===== src/rtl/serial_add_pkg.sv =====
// ----------------------------------------------------------------------------
// serial_add_pkg
// Shared types and helpers for the bit-serial adder/accumulator.
//   state_e       : controller states (IDLE / SHIFT / DONE)
//   DEFAULT_WIDTH : default operand width
//   cnt_width()   : width of a counter that indexes 0..w-1 (minimum 1 bit)
// ----------------------------------------------------------------------------
package serial_add_pkg;

   typedef enum logic [1:0] {
      IDLE  = 2'd0,
      SHIFT = 2'd1,
      DONE  = 2'd2
   } state_e;

   localparam int unsigned DEFAULT_WIDTH = 8;

   function automatic int unsigned cnt_width(input int unsigned w);
      int unsigned n;
      n = 1;
      for (int unsigned i = 1; i < 32; i++) begin
         if ((32'd1 << i) < w) begin
            n = i + 1;
         end
      end
      return n;
   endfunction

endpackage


===== src/rtl/rh_fa_cell.sv =====
// ----------------------------------------------------------------------------
// rh_fa_cell
// Full-adder cell from the rad-hard library set (behavioural model).
//   A, B, CI : addend bits and carry-in
//   S, CO    : sum bit and carry-out
// ----------------------------------------------------------------------------
module rh_fa_cell (
   input  logic A,
   input  logic B,
   input  logic CI,
   output logic S,
   output logic CO
);

   assign S  = A ^ B ^ CI;
   assign CO = (A & B) | (A & CI) | (B & CI);

endmodule


===== src/rtl/serial_fa_slice.sv =====
// ----------------------------------------------------------------------------
// serial_fa_slice
// One-bit serial add slice: library FA cell plus the carry flop.
//   CLK, RESET_B : clock, asynchronous active-low reset (carry -> 0)
//   LOAD         : load CIN into the carry flop (start of an operation)
//   EN           : advance one bit, carry flop takes the FA carry-out
//   CIN          : carry-in for bit 0
//   A_BIT, B_BIT : current operand bits
//   S_BIT        : sum bit for the current position
//   CARRY        : registered carry (final carry once the last bit is done)
// ----------------------------------------------------------------------------
module serial_fa_slice (
   input  logic CLK,
   input  logic RESET_B,
   input  logic LOAD,
   input  logic EN,
   input  logic CIN,
   input  logic A_BIT,
   input  logic B_BIT,
   output logic S_BIT,
   output logic CARRY
);

   logic carry_q;
   logic carry_d;
   logic fa_co;

   rh_fa_cell u_fa (
      .A  (A_BIT),
      .B  (B_BIT),
      .CI (carry_q),
      .S  (S_BIT),
      .CO (fa_co)
   );

   always_comb begin
      carry_d = carry_q;
      if (LOAD) begin
         carry_d = CIN;
      end else if (EN) begin
         carry_d = fa_co;
      end
   end

   always_ff @(posedge CLK or negedge RESET_B) begin
      if (!RESET_B) begin
         carry_q <= 1'b0;
      end else begin
         carry_q <= carry_d;
      end
   end

   assign CARRY = carry_q;

endmodule


===== src/rtl/serial_add_acc.sv =====
// ----------------------------------------------------------------------------
// serial_add_acc
// Bit-serial adder/accumulator: one FA, one bit per clock.
//   CLK, RESET_B        : clock, asynchronous active-low reset
//   IN_VALID / IN_READY : operand handshake (ready only in IDLE)
//   A, B, CIN           : operands and carry-in; B ignored when ACC_MODE=1
//   ACC_MODE            : 1 adds A to the accumulator, 0 adds A+B
//   OUT_VALID/OUT_READY : result handshake (valid only in DONE)
//   SUM, COUT           : last result and its carry-out (0 after reset)
// ----------------------------------------------------------------------------
module serial_add_acc
   import serial_add_pkg::*;
#(
   parameter int unsigned WIDTH = DEFAULT_WIDTH
) (
   input  logic             CLK,
   input  logic             RESET_B,
   input  logic             IN_VALID,
   output logic             IN_READY,
   input  logic [WIDTH-1:0] A,
   input  logic [WIDTH-1:0] B,
   input  logic             CIN,
   input  logic             ACC_MODE,
   output logic             OUT_VALID,
   input  logic             OUT_READY,
   output logic [WIDTH-1:0] SUM,
   output logic             COUT
);

   localparam int unsigned CNT_W = cnt_width(WIDTH);
   localparam logic [CNT_W-1:0] LAST_BIT = CNT_W'(WIDTH - 1);

   state_e           state_q, state_d;
   logic [CNT_W-1:0] count_q, count_d;
   logic [WIDTH-1:0] opa_q,   opa_d;
   logic [WIDTH-1:0] opb_q,   opb_d;
   logic [WIDTH-1:0] sum_q,   sum_d;
   logic [WIDTH-1:0] acc_q,   acc_d;
   logic             acc_op_q, acc_op_d;
   logic             cout_q,  cout_d;

   logic fa_load;
   logic fa_en;
   logic fa_s;
   logic fa_carry;

   serial_fa_slice u_slice (
      .CLK     (CLK),
      .RESET_B (RESET_B),
      .LOAD    (fa_load),
      .EN      (fa_en),
      .CIN     (CIN),
      .A_BIT   (opa_q[0]),
      .B_BIT   (opb_q[0]),
      .S_BIT   (fa_s),
      .CARRY   (fa_carry)
   );

   // The result register shares storage with operand A: each sum bit enters
   // at the MSB as the consumed A bit leaves at the LSB, so after WIDTH
   // shifts opa holds the complete result.
   always_comb begin
      state_d  = state_q;
      count_d  = count_q;
      opa_d    = opa_q;
      opb_d    = opb_q;
      sum_d    = sum_q;
      acc_d    = acc_q;
      acc_op_d = acc_op_q;
      cout_d   = cout_q;
      fa_load  = 1'b0;
      fa_en    = 1'b0;

      case (state_q)
         IDLE: begin
            if (IN_VALID) begin
               opa_d    = A;
               opb_d    = ACC_MODE ? acc_q : B;
               acc_op_d = ACC_MODE;
               count_d  = '0;
               fa_load  = 1'b1;
               state_d  = SHIFT;
            end
         end

         SHIFT: begin
            fa_en   = 1'b1;
            opa_d   = {fa_s, opa_q[WIDTH-1:1]};
            opb_d   = {1'b0, opb_q[WIDTH-1:1]};
            count_d = count_q + 1'b1;
            if (count_q == LAST_BIT) begin
               state_d = DONE;
               sum_d   = opa_d;
               if (acc_op_q) begin
                  acc_d = opa_d;
               end
            end
         end

         DONE: begin
            if (OUT_READY) begin
               // Keep the final carry visible once the slice carry is reused.
               cout_d  = fa_carry;
               state_d = IDLE;
            end
         end

         default: begin
            state_d = IDLE;
         end
      endcase
   end

   always_ff @(posedge CLK or negedge RESET_B) begin
      if (!RESET_B) begin
         state_q  <= IDLE;
         count_q  <= '0;
         opa_q    <= '0;
         opb_q    <= '0;
         sum_q    <= '0;
         acc_q    <= '0;
         acc_op_q <= 1'b0;
         cout_q   <= 1'b0;
      end else begin
         state_q  <= state_d;
         count_q  <= count_d;
         opa_q    <= opa_d;
         opb_q    <= opb_d;
         sum_q    <= sum_d;
         acc_q    <= acc_d;
         acc_op_q <= acc_op_d;
         cout_q   <= cout_d;
      end
   end

   assign IN_READY  = (state_q == IDLE);
   assign OUT_VALID = (state_q == DONE);
   assign SUM       = sum_q;
   // In DONE the slice carry is frozen and holds the final carry; elsewhere
   // it is in use, so the held copy is presented instead.
   assign COUT      = (state_q == DONE) ? fa_carry : cout_q;

endmodule

===== config.mk =====
export PLATFORM = sky130hd
export DESIGN_NAME = serial_add_acc
export DESIGN_NICKNAME = d
export VERILOG_FILES = /design/src/rtl/serial_add_pkg.sv /design/src/rtl/rh_fa_cell.sv /design/src/rtl/serial_fa_slice.sv /design/src/rtl/serial_add_acc.sv
export SDC_FILE = /design/constraint.sdc
export NUM_CORES = 1
export LEC_CHECK = 0
export ABC_CLOCK_PERIOD_IN_PS = 3800
export CAP_MARGIN = 0
export CORE_MARGIN = 2
export CORE_UTILIZATION = 57
export CTS_BUF_LIST = sky130_fd_sc_hd__clkbuf_2
export DETAILED_ROUTE_END_ITERATION = 8
export PLACE_DENSITY = 0.86
export SLEW_MARGIN = 5
export SYNTH_ARGS = -nofsm -noshare
export SYNTH_HDL_FRONTEND = slang
export SYNTH_SLANG_ARGS = --single-unit

===== constraint.sdc =====
create_clock -name CLK -period 3.8 [get_ports CLK]
set_input_delay 0.76 -clock CLK [delete_from_list [all_inputs] [get_ports CLK]]
set_output_delay 0.76 -clock CLK [all_outputs]
set_load 0.02 [all_outputs]

==> flow_metrics.tcl <==
set metrics [dict create \
    total_power_mw 1.55 \
    timing.critical_path.from_type "register" \
    placement.io_buffers 32 \
    run_status "finished clean" \
    synthFlopType "sky130_fd_sc_hd__dfrtp_1" \
    multi_input_area_sq_um 694 \
    antenna_nets_post_route 0 \
    final-hold-violation-count 0 \
    seqCellArea_sq_mm 0.00100 \
    p_leak_nw 0.946 \
    layout.filler_cells 208 \
    cell_count_after_synthesis 136 \
    critical_path.max_fanout 14 \
    clkSinkCount 40 \
    timing.final.setup_violations 0 \
    first_pass_grt_wire_length_mm 5.86 \
    critPathRequiredTime_ns 3.04 \
    critPathCaptureType "output port" \
    ctsHtreeMaxLevel 2 \
    postCtsSetupBuffers 0 \
    number_of_vias_after_detailed_routing 1227 \
    fmaxAchievable_ghz 0.332 \
    critical_path_class "reg2out" \
    unrepaired_setup_endpoints_after_global_routing "no" \
    drt_pre_antenna_iters 5 \
    skew_ns 0.0153 \
    clk_pin_slew_ns 0.19 \
    wl_per_cell_um 16.9 \
    track_usage_pct 23.1 \
    postSynthAreaPerCell_sq_um 12.8 \
    post-place-ws_ns 1.28 \
    resized_cells_post_cts 0 \
    setup-tns-final_ns 0 \
    register_bit_total_from_synthesis 40 \
    hold_path.class "in2async" \
    initial_core_util_pct 58.4 \
    worstPathArrival_ns 2.25 \
    post_synth_edffs 0 \
    dieArea_sq_mm 0.00351 \
    gp_congestion 0.823 \
    num_rows 20 \
    area_growth_pct 20.8 \
    cell_area_after_technology_mapping_sq_mm 0.00174 \
    dp.cells 194 \
    drive_above_1_share_pct 18.9 \
    ys_seq_area_share_pct 57.5 \
    synthesis.yosys.warnings 0 \
    global_route.overflow_total 0 \
    hpwl_mm 2.49 \
    synth.most_common_cell "sky130_fd_sc_hd__dfrtp_1" \
    number_of_global_route_vias_before_repair 1269 \
    max-clock-path-buffers 2 \
    asr_flop_ratio_synth_pct 100 \
    worstSkewPairLatency_ns 0.39 \
    pwr_density_cell_mw_per_mm2 738 \
    final_cell_count_without_fillers 202 \
    fin_ws_ns 0.791 \
    period_utilization_post_route_pct 79.2 \
    cts-root-buf "sky130_fd_sc_hd__clkbuf_2" \
    ctsHoldBuffers 0 \
    max_cap_viol_count 0 \
    r2r_setup_slack_ns 2.09 \
    yosysTopAreaCell "sky130_fd_sc_hd__dfrtp_1" \
    power.ir.vdd_worst_mv 0.419 \
    tightest_slew_ns 0.852 \
    nets 193 \
    cts_buffers 5 \
    number_of_antenna_violations_at_the_first_check_in_global_routing 0 \
    drt-vias-per-instance 6.07 \
    yosys.cell_types.count 23 \
    drtIter0Drc 31 \
    min_period_ns 3.01 \
    synth.area.top_cells "sky130_fd_sc_hd__dfrtp_1, sky130_fd_sc_hd__mux2_2, sky130_fd_sc_hd__mux2i_1" \
    route.detailed.drc 0 \
    design.core.area_sq_mm 0.00298 \
    syn_nets 161 \
    netlist.area_leader.share_pct 57.5 \
    die_x_um 59.3 \
    leading_cell_types_by_count_after_synthesis "sky130_fd_sc_hd__dfrtp_1, sky130_fd_sc_hd__mux2_2, sky130_fd_sc_hd__nand2_1, sky130_fd_sc_hd__o21ai_0, sky130_fd_sc_hd__a22oi_1" \
    cts_tree "built" \
    die_h_um 59.3 \
    n_antenna_cell 0 \
    postRouteWirelength_mm 3.42 \
    final-max-slew-violation-count 0 \
    pin_count 33 \
    grt_start_max_net_pins 41 \
    slew_headroom_pct 43.2 \
]
==> cell usage in the layout (no fill, tap or decap) <==
master / n
sky130_fd_sc_hd__fa_1: 1
sky130_fd_sc_hd__buf_2: 1
sky130_fd_sc_hd__mux2_4: 1
sky130_fd_sc_hd__buf_4: 1
sky130_fd_sc_hd__mux2_2: 19
sky130_fd_sc_hd__nand2_2: 1
sky130_fd_sc_hd__nor2_1: 8
sky130_fd_sc_hd__a22o_1: 2
sky130_fd_sc_hd__dfrtp_1: 40
sky130_fd_sc_hd__and2b_2: 1
sky130_fd_sc_hd__ha_1: 2
sky130_fd_sc_hd__mux2i_1: 8
sky130_fd_sc_hd__nand2_1: 11
sky130_fd_sc_hd__inv_1: 1
sky130_fd_sc_hd__nand3_2: 1
sky130_fd_sc_hd__clkdlybuf4s50_1: 31
sky130_fd_sc_hd__a22oi_1: 9
sky130_fd_sc_hd__clkinv_1: 1
sky130_fd_sc_hd__o21bai_1: 1
sky130_fd_sc_hd__nor2b_1: 2
sky130_fd_sc_hd__a21oi_1: 1
sky130_fd_sc_hd__o21ai_0: 11
sky130_fd_sc_hd__a221o_1: 7
sky130_fd_sc_hd__clkbuf_2: 7
sky130_fd_sc_hd__or3b_1: 1
==> sequential cells by signal, indices dropped and copies added, names as in the netlist <==
register and flops:
cout_q 1, opa_q 8, opb_q 8, SUM 8, u_slice.CARRY 1, state_q 2, acc_q 8, count_q 3
acc_op_q 1
==> metrics by stage <==
stage	utilization [%]	hold WS [ns]	cell area, sq um
after floorplan	-	0.450	1740
after global placement	69.3	0.466	2060
after detailed placement	69.3	0.472	2060
after CTS	70.6	0.453	2100
after global routing	70.6	0.484	2100
final	70.6	0.452	2100
==> worst max-delay path: stages, from the launching register on <==
cell and delay [ns]:
sky130_fd_sc_hd__dfrtp_1 0.61, sky130_fd_sc_hd__nor2b_1 0.35, sky130_fd_sc_hd__mux2_2 0.37, sky130_fd_sc_hd__clkdlybuf4s50_1 0.53
==> final cells by class <==
cell class	count	share of cell area, %
Sequential cell	40	47.6
Multi-Input combinational cell	87	33.0
Timing Repair Buffer	33	15.4
Tap cell	33	1.96
Clock buffer	7	1.67
Clock inverter	1	0.179
Inverter	1	0.179
==> report_power, final <==
group          leakage, nW  internal (mW)  switching, mW  total (mW)
sequential           0.513          0.612          0.153       0.764
combinational        0.403          0.332          0.277       0.609
clock               0.0306         0.0493          0.129       0.178
total                0.946          0.993          0.558        1.55
==> path summary, 6_finish.rpt <==
path,to,start,cells after the start
min in group CLK,opb_q[7]$_DFFE_PN0P_,opb_q[7]$_DFFE_PN0P_,2
hold / removal,count_q[1]$_DFFE_PN0P_,RESET_B,1
max in group asynchronous,SUM[4]$_DFFE_PN0P_,RESET_B,1
setup reg to reg,acc_q[3]$_DFFE_PN0P_,state_q[0]$_DFFE_PN0P_,3
setup / recovery,COUT,state_q[1]$_DFFE_PN0P_,3
hold reg to reg,opb_q[7]$_DFFE_PN0P_,opb_q[7]$_DFFE_PN0P_,2
==> cell families (layout without fill, tap and decap cells) <==
family / count (synthesis) / count (layout) / share of synthesized area, %
compound gates: 31 / 31 / 12.8
fa+ha+maj: 3 / 3 / 2.59
buf+inv: 9 / 42 / 2.59
flops: 40 / 40 / 57.5
mux: 28 / 28 / 17.8
simple gates: 25 / 25 / 6.76
==> layer usage <==
layer,routed length [um],vias to the layer above,share of wire [%],global-route usage [%]
met5,0,-,0,0
met2,1640,43,48,33.4
met4,76,0,2.2,14.0
met3,179,9,5.2,5.46
li1,-,560,-,-
met1,1520,615,44,31.4
Note: power is estimated with default switching activity, not from simulation.
